[config.mk]
export PLATFORM = sky130hd
export DESIGN_NAME = mixed_add_pipe
export DESIGN_NICKNAME = d
export VERILOG_FILES = /design/src/rtl/mixed_add_pipe_pkg.sv /design/src/rtl/mixed_add_pipe_stage.sv /design/src/rtl/mixed_add_pipe.sv
export SDC_FILE = /design/constraint.sdc
export NUM_CORES = 1
export LEC_CHECK = 0
export ABC_AREA = 1
export CAP_MARGIN = 0
export CORE_MARGIN = 5
export CORE_UTILIZATION = 58
export DETAILED_ROUTE_END_ITERATION = 12
export PLACE_DENSITY = 0.86
export SYNTH_ARGS = -nofsm -noshare
export SYNTH_HDL_FRONTEND = slang
export SYNTH_SLANG_ARGS = --single-unit
export TNS_END_PERCENT = 10
[constraint.sdc]
create_clock -name clk -period 5.42 [get_ports clk]
set_clock_uncertainty 0.05 [all_clocks]
set_input_delay 1.626 -clock clk [delete_from_list [all_inputs] [get_ports clk]]
set_output_delay 1.626 -clock clk [all_outputs]
set_load 0.02 [all_outputs]
[src/rtl/mixed_add_pipe_pkg.sv]
// Shared types and width/saturation helpers for the mixed-sign adder pipeline.
package mixed_add_pkg;

  typedef enum logic {
    OP_ADD = 1'b0,
    OP_SUB = 1'b1
  } op_e;

  // Exact width of A(unsigned) +/- B(signed): one bit for A's sign, one for carry.
  function automatic int full_w(input int a_w, input int b_w);
    return ((a_w + 1 > b_w) ? a_w + 1 : b_w) + 1;
  endfunction

  function automatic logic signed [63:0] sat_max(input int w);
    return (64'sd1 <<< (w - 1)) - 64'sd1;
  endfunction

  function automatic logic signed [63:0] sat_min(input int w);
    return -(64'sd1 <<< (w - 1));
  endfunction

endpackage

[src/rtl/mixed_add_pipe_stage.sv]
// Single ready/valid register slice; chained to form the adder pipeline.
module mixed_add_stage #(
  parameter int W = 8
) (
  input  logic         clk,
  input  logic         rst,
  input  logic         in_valid,
  output logic         in_ready,
  input  logic [W-1:0] in_data,
  output logic         out_valid,
  input  logic         out_ready,
  output logic [W-1:0] out_data
);

  // Handshake: a beat moves when valid & ready are both high at a rising edge;
  // valid never depends on ready, ready may depend on the downstream ready.
  logic         valid_q, valid_d;
  logic [W-1:0] data_q, data_d;
  logic         load;

  always_comb begin
    in_ready = !valid_q || out_ready;
    load     = in_valid && in_ready;
    valid_d  = valid_q;
    data_d   = data_q;
    if (load) begin
      valid_d = 1'b1;
      data_d  = in_data;
    end else if (out_ready) begin
      valid_d = 1'b0;
    end
  end

  always_ff @(posedge clk or posedge rst) begin
    if (rst) begin
      valid_q <= 1'b0;
      data_q  <= '0;
    end else begin
      valid_q <= valid_d;
      data_q  <= data_d;
    end
  end

  assign out_valid = valid_q;
  assign out_data  = data_q;

endmodule

[src/rtl/mixed_add_pipe.sv]
// Pipelined unsigned A +/- signed B with stream handshake and overflow flag.
// Define MIXED_ADD_PIPE_SAT_EN to saturate on overflow instead of wrapping.
module mixed_add_pipe
  import mixed_add_pkg::*;
#(
  parameter int A_W   = 21,
  parameter int B_W   = 18,
  parameter int OUT_W = 23,
  parameter int PIPE  = 2
) (
  input  logic             clk,
  input  logic             rst,
  input  logic             in_valid,
  output logic             in_ready,
  input  logic [A_W-1:0]   in_a,
  input  logic [B_W-1:0]   in_b,
  input  logic             in_sub,
  output logic             out_valid,
  input  logic             out_ready,
  output logic [OUT_W-1:0] out_c,
  output logic             out_ovf
);

  localparam int FULL_W = full_w(A_W, B_W);
  localparam int PW     = OUT_W + 1;

  op_e                      op;
  logic signed [FULL_W-1:0] a_ext, b_ext, sum;
  logic [OUT_W-1:0]         conv_c;
  logic                     conv_ovf;

  always_comb begin
    op    = op_e'(in_sub);
    a_ext = signed'({{(FULL_W - A_W){1'b0}}, in_a});
    b_ext = signed'({{(FULL_W - B_W){in_b[B_W-1]}}, in_b});
    sum   = (op == OP_SUB) ? (a_ext - b_ext) : (a_ext + b_ext);
  end

  if (OUT_W >= FULL_W) begin : g_wide
    always_comb begin
      conv_c   = OUT_W'(sum);
      conv_ovf = 1'b0;
    end
  end else begin : g_narrow
    // S fits OUT_W exactly when every bit from OUT_W-1 upward equals the sign.
    logic [FULL_W-OUT_W:0] top;
`ifdef MIXED_ADD_PIPE_SAT_EN
    localparam logic [63:0] SAT_HI = sat_max(OUT_W);
    localparam logic [63:0] SAT_LO = sat_min(OUT_W);
`endif
    always_comb begin
      top      = sum[FULL_W-1:OUT_W-1];
      conv_ovf = !((&top) || !(|top));
`ifdef MIXED_ADD_PIPE_SAT_EN
      if (conv_ovf) conv_c = sum[FULL_W-1] ? SAT_LO[OUT_W-1:0] : SAT_HI[OUT_W-1:0];
      else          conv_c = sum[OUT_W-1:0];
`else
      conv_c = sum[OUT_W-1:0];
`endif
    end
  end

  logic          v [PIPE+1];
  logic          r [PIPE+1];
  logic [PW-1:0] d [PIPE+1];

  assign v[0]    = in_valid;
  assign d[0]    = {conv_ovf, conv_c};
  assign r[PIPE] = out_ready;

  for (genvar k = 0; k < PIPE; k++) begin : g_stage
    mixed_add_stage #(.W(PW)) u_stage (
      .clk       (clk),
      .rst       (rst),
      .in_valid  (v[k]),
      .in_ready  (r[k]),
      .in_data   (d[k]),
      .out_valid (v[k+1]),
      .out_ready (r[k+1]),
      .out_data  (d[k+1])
    );
  end

  // Flops clear under reset, so the ready chain alone would already read 1.
  assign in_ready  = r[0] && !rst;
  assign out_valid = v[PIPE];
  assign out_ovf   = d[PIPE][PW-1];
  assign out_c     = d[PIPE][OUT_W-1:0];

endmodule
Word-level counts from Yosys, hierarchy flattened
Cells that the tools add are included.

Bits in registers: 48. Input port bits: 44.

Add/sub/neg operators: 2. Mux-type cells: 5. Reductions and logical operators: 10.

Operator list (number): adder 22 x 18 -> 23 bit (1); two-way mux 23 bit (1); subtractor 22 x 18 -> 23 bit (1); two-way mux 1 bit (4); nonzero test 2 bit (2); logical AND 1 bit (3); zero test 1 bit (3); logical OR 1 bit (2).

Longest topological paths before layout
Depth after elaboration: 5. Gate-level depth with buffers: 20.

Cells and area by module
Synthesis repeated with hierarchy kept, for this count alone.

Cell total of the unflattened synthesis: 571. Area total of the unflattened synthesis: 4113.9 sq um.

By module, submodules not included: mixed_add_stage (instances 2, seq. area each 625.6 sq um, cells each 109, area each 1097.3 sq um); mixed_add_pipe (instances 1, seq. area each 0.0 sq um, cells each 353, area each 1919.3 sq um).

Worst setup path before layout
OpenSTA, ideal clock, no wires.

Path kind: input -> output. Start point: input port rst. End point: output port in_ready. Slack: 0.806 ns. Data required time: 3.744 ns. Stages on the path: 3. Data arrival time: 2.938 ns. Cells stage by stage: inv_1 > nand2_1 > inv_1.

Word-level cells in the longest chain between the ends: 2.

RTL lines: start: declaration (line mixed_add_pipe.sv:12) `input logic rst,`; zero test 1 bit (no line); logical AND 1 bit (line mixed_add_pipe.sv:85) `assign in_ready = r[0] && !rst;`; end: declaration (line mixed_add_pipe.sv:14) `output logic in_ready,`.

Every way passes these cells.

Worst setup path in the final report
Start point: input port out_ready. End point: output port in_ready.

Word-level cells in the longest chain between the ends: 3.

RTL lines: start: declaration (line mixed_add_pipe.sv:19) `input logic out_ready,`; logical OR 1 bit (2 in series) (line mixed_add_pipe_stage.sv:22) `in_ready = !valid_q || out_ready;`; logical AND 1 bit (line mixed_add_pipe.sv:85).

Every way passes these cells.

==> flow_metrics.py <==
metrics = {
    "finish": {
        "drive_gt1_share_pct": 10.3,
        "final_cells": 680,
        "final_util_pct": 69.0,
        "nets": 667,
        "antenna_cells": 0,
        "fillers": 607,
        "syn2layout_area_growth_pct": 16.6,
    },
    "worst_hold_path": {
        "hold_depth": 2,
        "hold_path.class": "flop to flop",
    },
    "floorplanning": {
        "die_w_um": 92.8,
        "coreArea_um2": 6720,
        "start_util_pct": 59.2,
        "ioPinCount": 70,
        "fp-row-count": 30,
        "die_h_um": 92.8,
        "dieArea_um2": 8610,
    },
    "sta": {
        "finalSetupViolCount": 0,
        "hold_viol_final": 0,
        "drv_slew": 0,
        "relSlewSlack_pct": 26.6,
        "min_period_over_period_pct": 85.5,
        "finalSetupTns_ns": 0,
        "rsz0062_at_grt": "false",
        "max_slew.worst_pin.slew_ns": 1.10,
        "clock.fmax_mhz": 216,
        "fin_crit_ns": 4.64,
    },
    "global_routing": {
        "grt_max_degree": 49,
        "antenna_found_initial": 0,
        "grt_pass1_wl_mm": 15.4,
        "track_usage_pct": 22.1,
        "grt_pass1_vias": 3456,
        "overflow": 0,
    },
    "logic_synthesis": {
        "yosysSeqAreaShare_pct": 30.2,
        "synth-edff-count": 0,
        "ys_ff_latch": 48,
        "ys_types": 42,
        "async_reset_ff_share_pct": 100,
        "synth_top_area_cell": "dfrtp_1",
        "netlist_area_um2": 3980,
        "synthesis.nets": 623,
        "synth_area_per_cell_um2": 7.16,
        "ys.flop_type": "dfrtp_1",
        "ys_warn_count": 0,
        "synth_top_cell_area_share_pct": 30.2,
        "netlist_instances": 555,
        "synth_area_leaders": "dfrtp_1 (30%), nand2_1 (12%), ha_1 (7.2%), inv_1 (6.6%), buf_4 (4.5%)",
    },
    "route": {
        "drt-initial-drc-count": 161,
        "antenna_left": 0,
        "dr.pass1.iters": 5,
        "drt_wl_total_mm": 9.15,
        "via_per_inst": 5.36,
        "num_vias": 3648,
        "wire_per_inst_um": 13.5,
        "drc": 0,
    },
    "worst_setup_path": {
        "path_buf_inv": 4,
        "critPathRequiredTime_ns": 3.74,
        "crit_type": "input port to output pin",
        "crit_cells": 6,
        "rr_worst_depth": 6,
        "endpoint_kind": "output pin",
        "slowest_stage": "clkdlybuf4s50_1",
        "start_kind": "input port",
        "cp_top_family": "buffers and inverters",
        "slowest_delay_ns": 0.59,
        "critPathArrivalTime_ns": 2.96,
        "path_cells": "clkdlybuf4s50_1 > inv_1 > nand3_1 > nand2_1 > inv_1 > clkdlybuf4s50_1",
        "cp_max_fo": 3,
    },
    "clock_tree": {
        "cts_tree": "done",
        "htree_num_levels": 2,
        "clkSlewWorstSetupHoldPaths_ns": 0.08,
        "postCtsHoldBufs": 0,
        "cts-root-buf": "clkbuf_8",
        "clk_latency_ns": 0.29,
        "clk_path_buf_depth": 2,
        "cts_resized": 0,
        "clock_sinks": 48,
        "cts_setup_buffers": 0,
        "cts_buffers": 5,
    },
    "pwr": {
        "vdd_drop_max_mv": 0.119,
        "power_density_nw_per_um2": 314,
        "p_leak_uw": 0.00224,
    },
    "place": {
        "port_buffers": 68,
        "placed_cells": 672,
        "dp_hpwl_mm": 7.72,
        "place.gp.congestion": 0.968,
    },
    "status": {
        "outcome": "complete, no violations",
    },
    "flow_run": {
        "max_cap_viol_count": 0,
    },
}
==> layout make-up <==
cell class	instances	area (µm²)	share of cell area, %
Clock buffer	6	82.6	1.78
Sequential cell	48	1200	25.9
Timing Repair Buffer	70	696	15.0
Multi-Input combinational cell	393	2240	48.2
Tap cell	80	100	2.16
Inverter	81	304	6.56
Clock inverter	2	15.0	0.324
==> path summary, 6_finish.rpt <==
kind | from | end | slack [ns]
min in group asynchronous | rst | g_stage[1].u_stage.out_data[0] | 1.76
worst min register to register | g_stage[1].u_stage.out_data[14] | g_stage[1].u_stage.out_data[14] | 0.44
max in group asynchronous | rst | g_stage[1].u_stage.out_data[19] | 3.18
worst max-delay path | out_ready | in_ready | 0.78
worst max register to register | g_stage[1].u_stage.out_valid | g_stage[0].u_stage.out_data[18] | 3.30
worst min-delay path | g_stage[1].u_stage.out_data[14] | g_stage[1].u_stage.out_data[14] | 0.44
==> power by group <==
group          leakage, µW  internal (µW)  switching, µW
combinational      0.00162            312            399
clock            0.0000434            103            115
sequential        0.000579            473           52.3
==> worst register-to-register path, delay by kind of cell (launching register included) <==
family                 cells  cell delay, ns
AOI/OAI and AO/OA          1            0.07
buffers and inverters      2            0.83
DFF                        1            0.37
and+or+nand+nor            3            0.68
==> stage by stage <==
stage                     setup WS [ns]  hold slack, ns  total power [µW]  area, µm²
final                             0.784           0.438              1460       4630
after global routing              0.734           0.467              1560       4630
after CTS                         0.777           0.443              1460       4630
after detailed placement          0.775           0.418              1240       4540
after global placement            0.833           0.410              1230       4540
after floorplan                   0.806           0.395              1070       3980
==> cells in the final DEF (no fill, tap or decap), drive strengths merged, types with 2 or more instances in the layout <==
master,synthesis,layout
nand4,9,9
clkinvlp,0,2
and2,2,2
o21ai,46,46
nand3b,2,2
o21bai,4,4
nor3,4,4
nand3,34,34
nor2,56,56
xor2,13,13
xnor2,5,5
a31oi,3,3
ha,23,23
a21oi,29,29
or2,6,6
inv,79,79
clkinv,2,2
clkbuf,3,6
o22ai,3,3
nand2,139,139
clkdlybuf4s50,0,68
dfrtp,48,48
mux2,9,9
buf,30,2
==> cells in the mapped netlist, drive strengths merged, types with 5 or more instances <==
library cell  number
nand2            139
o21ai             46
buf               30
nand4              9
ha                23
dfrtp             48
mux2               9
nand3             34
inv               79
xnor2              5
xor2              13
or2                6
a21oi             29
nor2              56
==> layer usage <==
metal,up-vias,wire [µm],track usage [%]
met5,-,0,0
met2,120,4380,38.3
met4,0,242,7.33
li1,1841,-,-
met1,1671,4050,28.7
met3,16,483,2.19
==> state kept, by name (all words and copies together) (netlist names) <==
register                   flops
g_stage.u_stage.out_valid      2
g_stage.u_stage.out_data      46
==> cells by family (layout without fill, tap and decap cells) <==
group                      count (synthesis)  after routing  synth area share (%)
and+or+nand+nor                          253            253                  29.4
other                                      1              1                0.0943
muxes                                      9              9                  2.55
buffers and inverters                    114            159                  13.5
DFF                                       48             48                  30.2
adders and majority gates                 24             24                  7.74
AOI/OAI and AO/OA                         88             88                  12.5
xor gates and xnor gates                  18             18                  3.97
(Power assumes the default switching activity.)
